==> config.mk <==
export PLATFORM = sky130hd
export DESIGN_NAME = wallace_mac_ctrl
export DESIGN_NICKNAME = d
export VERILOG_FILES = /design/src/rtl/wallace_mac_ctrl.sv
export SDC_FILE = /design/constraint.sdc
export NUM_CORES = 1
export LEC_CHECK = 0
export CAP_MARGIN = 20
export CORE_MARGIN = 8
export CORE_UTILIZATION = 40
export DETAILED_ROUTE_END_ITERATION = 16
export PLACE_DENSITY_LB_ADDON = 0.25
export SLEW_MARGIN = 20
export SYNTH_ARGS = -nofsm -noshare
export SYNTH_HDL_FRONTEND = slang
export SYNTH_SLANG_ARGS = --single-unit
==> constraint.sdc <==
create_clock -name clk -period 13.1 [get_ports clk]
set_input_delay 1.965 -clock clk [delete_from_list [all_inputs] [get_ports clk]]
set_output_delay 1.965 -clock clk [all_outputs]
set_load 0.02 [all_outputs]
==> src/rtl/wallace_mac_ctrl.sv <==
// Per-lane signed MAC sequencer: streams cfg_len operand pairs through a
// carry-save (Wallace) multiplier and accumulates a wrapping dot product.

module wallace_gen #(
  parameter int N = 16,
  parameter int W = 5
) (
  input  logic [N-1:0]     a,
  input  logic [W-1:0]     b,
  output logic [N+W-2:0]   p
);
  localparam int PW   = N + W - 1;
  localparam int ROWS = W + 1;

  function automatic int rows_at(input int l);
    int r;
    r = ROWS;
    for (int i = 0; i < l; i++) r = (r / 3) * 2 + r % 3;
    return r;
  endfunction

  function automatic int num_levels();
    int l;
    l = 0;
    for (int i = 0; i < ROWS; i++) if (rows_at(i) > 2) l = i + 1;
    return l;
  endfunction

  localparam int LEVELS = num_levels();

  logic [PW-1:0]            a_ext;
  logic [ROWS-1:0][PW-1:0]  pp;

  assign a_ext = {{(W-1){a[N-1]}}, a};

  // Row W-1 carries the negative weight of b's sign bit as ~x plus a +1 row.
  for (genvar i = 0; i < W-1; i++) begin : g_pp
    assign pp[i] = b[i] ? (a_ext << i) : '0;
  end
  assign pp[W-1] = b[W-1] ? ~(a_ext << (W-1)) : '0;
  assign pp[W]   = {{(PW-1){1'b0}}, b[W-1]};

  for (genvar l = 0; l < LEVELS; l++) begin : g_lvl
    localparam int RIN  = rows_at(l);
    localparam int FG   = RIN / 3;
    localparam int LO   = RIN % 3;
    localparam int ROUT = 2 * FG + LO;

    logic [RIN-1:0][PW-1:0]  rin;
    logic [ROUT-1:0][PW-1:0] rout;

    if (l == 0) begin : g_src
      assign rin = pp;
    end else begin : g_src
      assign rin = g_lvl[l-1].rout;
    end

    for (genvar g = 0; g < FG; g++) begin : g_csa
      assign rout[2*g]   = rin[3*g] ^ rin[3*g+1] ^ rin[3*g+2];
      assign rout[2*g+1] = ((rin[3*g] & rin[3*g+1]) | (rin[3*g] & rin[3*g+2]) |
                            (rin[3*g+1] & rin[3*g+2])) << 1;
    end
    for (genvar k = 0; k < LO; k++) begin : g_pass
      assign rout[2*FG+k] = rin[3*FG+k];
    end
  end

  assign p = g_lvl[LEVELS-1].rout[0] + g_lvl[LEVELS-1].rout[1];
endmodule

module wallace_mac_ctrl #(
  parameter int N     = 16,
  parameter int W     = 5,
  parameter int LEN_W = 8,
  parameter int ACC_W = 32
) (
  input  logic             clk,
  input  logic             rst,
  input  logic             start,
  input  logic [LEN_W-1:0] cfg_len,
  output logic             busy,
  input  logic             in_valid,
  output logic             in_ready,
  input  logic [N-1:0]     in_a,
  input  logic [W-1:0]     in_b,
  output logic             out_valid,
  input  logic             out_ready,
  output logic [ACC_W-1:0] out_acc,
  output logic             out_ovf,
  output logic             out_corner
);
  localparam int PW = N + W - 1;
  localparam logic [N-1:0]     A_MIN      = {1'b1, {(N-1){1'b0}}};
  localparam logic [W-1:0]     B_MIN      = {1'b1, {(W-1){1'b0}}};
  localparam logic [ACC_W-1:0] CORNER_ADD = ACC_W'(1) << (N + W - 2);

  typedef enum logic [1:0] {S_IDLE, S_LOAD, S_DRAIN, S_DONE} state_t;

  state_t             state_q, state_d;
  logic [LEN_W-1:0]   cnt_q, cnt_d;
  logic [N-1:0]       a_q, a_d;
  logic [W-1:0]       b_q, b_d;
  logic               v_q, v_d;
  logic [ACC_W-1:0]   acc_q, acc_d;
  logic               ovf_q, ovf_d;
  logic               corner_q, corner_d;

  logic [PW-1:0]      prod;
  logic               corner_hit;
  logic [ACC_W-1:0]   addend;
  logic [ACC_W-1:0]   acc_sum;
  logic               ovf_hit;

  wallace_gen #(.N(N), .W(W)) u_mul (
    .a (a_q),
    .b (b_q),
    .p (prod)
  );

  // The truncated product of min*min wraps negative; substitute the true value.
  assign corner_hit = (a_q == A_MIN) && (b_q == B_MIN);
  assign addend     = corner_hit ? CORNER_ADD : {{(ACC_W-PW){prod[PW-1]}}, prod};
  assign acc_sum    = acc_q + addend;
  assign ovf_hit    = (acc_q[ACC_W-1] == addend[ACC_W-1]) &&
                      (acc_sum[ACC_W-1] != acc_q[ACC_W-1]);

  always_comb begin
    state_d   = state_q;
    cnt_d     = cnt_q;
    a_d       = a_q;
    b_d       = b_q;
    v_d       = 1'b0;
    acc_d     = acc_q;
    ovf_d     = ovf_q;
    corner_d  = corner_q;
    in_ready  = 1'b0;
    out_valid = 1'b0;

    if (v_q) begin
      acc_d = acc_sum;
      if (ovf_hit)    ovf_d    = 1'b1;
      if (corner_hit) corner_d = 1'b1;
    end

    case (state_q)
      S_IDLE: begin
        if (start) begin
          acc_d    = '0;
          ovf_d    = 1'b0;
          corner_d = 1'b0;
          cnt_d    = cfg_len;
          state_d  = (cfg_len != '0) ? S_LOAD : S_DONE;
        end
      end
      S_LOAD: begin
        in_ready = (cnt_q != '0);
        if (in_valid && in_ready) begin
          a_d   = in_a;
          b_d   = in_b;
          v_d   = 1'b1;
          cnt_d = cnt_q - 1'b1;
          if (cnt_q == LEN_W'(1)) state_d = S_DRAIN;
        end
      end
      S_DRAIN: state_d = S_DONE;
      S_DONE: begin
        out_valid = 1'b1;
        if (out_ready) state_d = S_IDLE;
      end
      default: state_d = S_IDLE;
    endcase
  end

  always_ff @(posedge clk) begin
    if (rst) begin
      state_q  <= S_IDLE;
      cnt_q    <= '0;
      a_q      <= '0;
      b_q      <= '0;
      v_q      <= 1'b0;
      acc_q    <= '0;
      ovf_q    <= 1'b0;
      corner_q <= 1'b0;
    end else begin
      state_q  <= state_d;
      cnt_q    <= cnt_d;
      a_q      <= a_d;
      b_q      <= b_d;
      v_q      <= v_d;
      acc_q    <= acc_d;
      ovf_q    <= ovf_d;
      corner_q <= corner_d;
    end
  end

  assign busy       = (state_q != S_IDLE);
  assign out_acc    = acc_q;
  assign out_ovf    = ovf_q;
  assign out_corner = corner_q;
endmodule

* Word level (Yosys, flattened, before mapping)
Cells that the tools add are included.
** Word-level totals
- Word-level logic and storage cells :: 94
- Output and inout bits :: 37
- Input port bits :: 34
- Register bits :: 66
** Cells by class
- Muxes and demuxes :: 29
- Equality and inequality tests :: 12
- Reduce and logical (&&, ||, !) cells :: 12
- Bitwise operators :: 30
- $add $sub $neg :: 3
** Operators by type and width (number)
- $and A19 B19 Y19 :: 10
- $or A19 B19 Y19 :: 8
- $xor A20 B20 Y20 :: 7
- $mux W32 :: 4
- $mux W20 :: 5
- $and A19 B1 Y19 :: 2
- $add A32 B32 Y32 :: 1
- $add A20 B20 Y20 :: 1
- $not A20 Y20 :: 1
- $xor A20 B1 Y20 :: 1
- $eq A16 B16 Y1 const B :: 1
- $mux W8 :: 2
- $pmux W8 S2 :: 1
- $reduce_bool A8 Y1 :: 2
- $mux W1 :: 11
- $mux W2 :: 5
- $eq A8 B1 Y1 const B :: 1
- $ne A2 B2 Y1 const B :: 4
- $pmux W2 S4 :: 1
- $sub A8 B1 Y8 const B :: 1
- $eq A5 B5 Y1 const B :: 1
- $eq A2 B2 Y1 const B :: 2
- $reduce_and A4 Y1 :: 1
- $reduce_bool A2 Y1 :: 2
- other kinds (9) :: 11

* Longest topological paths before layout
- Word-level depth :: 19
- Gate-level depth with buffers :: 29
- Mapped depth without buffers :: 26

* Hierarchy
A second synthesis with hierarchy kept.
** Second synthesis, totals
- Cell total of the unflattened synthesis :: 933
- Area total of the unflattened synthesis :: 7551.0 sq um
** By module, submodules not included
- wallace_mac_ctrl :: cells each 580, sequential area each 1321.3 sq um, times used 1, area each 4707.0 sq um
- wallace_gen :: cells each 353, sequential area each 0.0 sq um, times used 1, area each 2844.0 sq um

* Worst setup path before layout
Ideal clock, no wire load.
- Path kind :: register -> register
- Start :: register b_q[2]
- End :: register acc_q[29], in the netlist out_acc[29]
- Data arrival time :: 6.440 ns
- Setup time :: 0.119 ns
- Buffers on the path :: 2
- Stages on the path, launching flop included :: 26
- Slack :: 6.541 ns
- Required time :: 12.981 ns
- Clock period less this slack :: 6.559 ns
- Path through :: dfxtp_1 > clkbuf_1 > clkbuf_1 > nand2_1 > fa_1 > fa_1 > fa_1 > inv_1 > ha_1 > o21a_1 > o21a_1 > o2111ai_1 > nand3_1 > o21ai_0 > o21a_1 > mux2i_1 > ha_1 > and2_1 > a211oi_1 > o21ai_0 > a221o_1 > a41oi_2 > o211ai_2 > o31ai_2 > xnor2_1 > o21ai_1
** Between the ends
- Longest elaborated chain between the ends :: 16
- Elaborated cells on any way between the ends :: 28
- Classes of those cells :: add/sub (2); eq/ne (1); mux (5); bitwise (19); reduce/logical (1)
** Ends and longest elaborated chain
- start, declared :: line 102 : logic [W-1:0] b_q, b_d;
- start signal, assigned :: line 179 : b_q <= '0;
- start signal, assigned :: line 188 : b_q <= b_d;
- $mux W20 :: line 38 : assign pp[i] = b[i] ? (a_ext << i) : '0;
- $and A19 B19 Y19 :: line 60 : assign rout[2*g+1] = ((rin[3*g] & rin[3*g+1]) | (rin[3*g] & rin[3*g+2]) |
- $or A19 B19 Y19 (2 in series) :: line 60
- $and A19 B19 Y19 :: line 60
- $or A19 B19 Y19 (2 in series) :: line 60
- $and A19 B19 Y19 :: line 60
- $or A19 B19 Y19 (2 in series) :: line 60
- $add A20 B20 Y20 :: line 68 : assign p = g_lvl[LEVELS-1].rout[0] + g_lvl[LEVELS-1].rout[1];
- $mux W32 (*) :: line 122 : assign addend = corner_hit ? CORNER_ADD : {{(ACC_W-PW){prod[PW-1]}}, prod};
- $add A32 B32 Y32 (*) :: line 123 : assign acc_sum = acc_q + addend;
- $mux W32 (*) :: line 139 : if (v_q) begin
- $mux W32 :: line 147 : if (start) begin
- $mux W32 (*) :: line 145 : case (state_q)
- end signal, assigned :: line 181 : acc_q <= '0;
- end signal, assigned :: line 190 : acc_q <= acc_d;
- end, declared :: line 104 : logic [ACC_W-1:0] acc_q, acc_d;
Every way passes the cells marked *; elsewhere a longest branch is shown, timed or not.
A chain may end at the register's enable or synchronous reset.

* Worst setup path in the final report
- Start :: register b_q[0]
- End :: register acc_q[29], in the netlist out_acc[29]
The elaborated chain is that of the path after synthesis.

==> flow_summary.yaml <==
sta:
  layout_setup_ws_ns: 5.87
  timing.final.crit_period_ns: 7.23
  slew_violations: 0
  final.setup.tns_ns: 0
  finalHoldViolCount: 0
  worstMarginPinSlew_ns: 0.814
  fmax_mhz: 138
  setup_viol: 0
  rsz0062_at_grt: "false"
  timing.slew.headroom_pct: 45.7
  holdWs_ns: 0.455
  fin_worst_skew_ns: 0.00609
  fin_crit_sh_pct: 55.2
detailed_routing:
  vias: 6216
  vias_per_cell: 5.26
  drtAntennaViolNets: 0
  drtIter0Drc: 276
  drt_wl_total_mm: 17.0
  post_drt_wl_per_cell_um: 14.4
  firstDrtPassIters: 5
  drc: 0
critical_path:
  r2r_cells: 25
  cp-start-kind: "flip-flop"
  path_max_fanout: 18
  critPathRequiredTime_ns: 13.33
  cp.arrival_ns: 7.45
  path_class: "flip-flop to flip-flop"
  cp-end-kind: "flip-flop"
hold_path:
  hold_path.class: "flip-flop to flip-flop"
  hold_depth: 2
global_route:
  grt_pass1_vias: 6025
  grt_max_degree: 35
  overflow: 0
  antenna_found_initial: 0
  grt_pass1_wl_mm: 28.9
  track_usage_pct: 15.5
clock_network:
  numCtsBuffers: 9
  htreeDepth: 3
  clk_latency_ns: 0.34
  cts_resized: 0
  clkTransAtPathRegs_ns: 0.06
  clkSinkCount: 66
  cts_setup_buffers: 0
  cts_buffer_depth: 2
  cts_hold_buf: 0
  root_buffer: "clkbuf_16"
  cts_tree: "yes"
cells_and_area:
  diodes: 0
  drive_above_1_share_pct: 4.41
  nFillCells: 1825
  fin_nets: 1110
  syn_to_final_growth_pct: 16.0
  final_util_pct: 47.0
die:
  rows: 49
  start_util_pct: 40.5
  core_area_mm2: 0.0179
  die_x_um: 151
  die_area_mm2: 0.0227
  die_h_um: 151
  pin_count: 71
synthesis:
  synth_nets: 1062
  synth_top_cell_by_area: "dfxtp_1"
  synth_top_cell_area_share_pct: 18.2
  async_flop_share_pct: 0
  synthTopCellsByArea: "dfxtp_1 (18%), fa_1 (14%), ha_1 (13%)"
  synth_flop_cell: "dfxtp_1"
  seq_area_frac_synth_pct: 18.2
  synth_edf_count: 0
  yosys.cell_count.top_type: "nand2_1"
  synth_area_mm2: 0.00725
  netlist_instances: 901
  ys_warn_count: 0
  synth.distinct_cells: 71
  synth_commonest_cells: "nand2_1 (122), inv_1 (88), ha_1 (77), a21oi_1 (69), dfxtp_1 (66)"
  ys_ff_latch: 66
  synth.avg_cell_area_um2: 8.05
placed_design:
  place.gp.congestion: 0.899
  pre_cts_slack_ns: 5.90
  numPortBuffers: 70
  dpl.hpwl_mm: 13.4
pwr:
  p_sw_share_pct: 39.8
  p_per_area_mw_per_mm2: 103
  power.internal_w: 0.000521
  power.total_w: 0.000865
  p_clk_share_pct: 27.6
  pwr-share-seq_pct: 31.1
  power_frac_comb_pct: 41.2
  peakVddDrop_uv: 75.2
  p_leak_nw: 3.51
  power_switching_w: 0.000344
outcome:
  status: "finished, final reports clean"
run:
  max_cap_violations: 0
[power groups by stage]
stage	sequential (W)	clock (W)	combinational (W)
after floorplan	0.000254	0	0.000280
after global placement	0.000272	0	0.000353
after detailed placement	0.000273	0	0.000357
after CTS	0.000269	0.000245	0.000358
after global routing	0.000274	0.000254	0.000407
final	0.000269	0.000239	0.000357
[final timing paths]
kind	start	to	slack, ns
worst max-delay path	b_q[0]	out_acc[29]	5.87
worst min-delay path	out_ovf	out_ovf	0.46
worst max register to register	b_q[0]	out_acc[29]	5.87
worst min register to register	out_ovf	out_ovf	0.46
[metrics by stage]
stage                     instance area [um2]  cells
after global placement                   8130   1167
after floorplan                          7250    901
final                                    8420   1182
after CTS                                8420   1182
after global routing                     8420   1182
after detailed placement                 8130   1167
[routing by layer]
metal | global-route usage [%] | part of all wire, % | wire (um)
met4 | 4.26 | 1.3 | 229
met3 | 2.95 | 4.8 | 816
met5 | 0 | 0 | 0
met1 | 20.5 | 48 | 8220
met2 | 25.2 | 46 | 7740
[cells in the final DEF, fill, tap and decap left out, types with 10 or more instances in the layout]
| cell | count |
|---|---|
| dfxtp_1 | 66 |
| a21o_1 | 18 |
| nand4_1 | 10 |
| nor2b_1 | 19 |
| o21ai_0 | 34 |
| a21oi_1 | 68 |
| and2_1 | 35 |
| a211oi_1 | 14 |
| xor2_1 | 16 |
| nand3_1 | 19 |
| clkdlybuf4s50_1 | 70 |
| ha_1 | 77 |
| mux2i_1 | 21 |
| fa_1 | 50 |
| inv_1 | 88 |
| xnor2_1 | 23 |
| nand2_1 | 122 |
| nor2_1 | 62 |
[registers in the layout, summed over array words and instances (netlist names)]
name,cells
a_q,16
b_q,5
cnt_q,8
out_acc,32
out_corner,1
out_ovf,1
state_q,2
v_q,1
[area by class of cell]
class	count	area (um2)	area share [%]
Inverter	88	330	3.92
Tap cell	229	287	3.40
Clock buffer	12	246	2.93
Timing Repair Buffer	77	753	8.95
Sequential cell	66	1320	15.7
Multi-Input combinational cell	707	5440	64.6
Clock inverter	3	40.0	0.476
[cells by family after synthesis]
group           synth area share [%]
simple gates                    21.2
compound gates                  18.9
buf+inv                         6.86
fa+ha+maj                       27.1
flops                           18.2
xor+xnor                        4.71
mux                             3.05
[worst max-delay path, cell delays in order (launching register included)]
cell	delay, ns
dfxtp_1	0.68
nand2_1	0.16
fa_1	0.53
fa_1	0.54
fa_1	0.56
inv_1	0.05
ha_1	0.32
a21o_1	0.20
a211oi_2	0.21
nor2_1	0.09
or2_1	0.27
a2111oi_4	0.39
o311ai_1	0.19
a21o_1	0.21
a21oi_1	0.17
mux2_1	0.36
ha_1	0.38
a21o_1	0.22
a211oi_1	0.25
o21ai_0	0.12
a221o_1	0.37
a41oi_2	0.24
o211ai_2	0.16
o31ai_2	0.22
xnor2_1	0.14
o21ai_1	0.06
No activity file was read; power rests on OpenSTA's default activity.
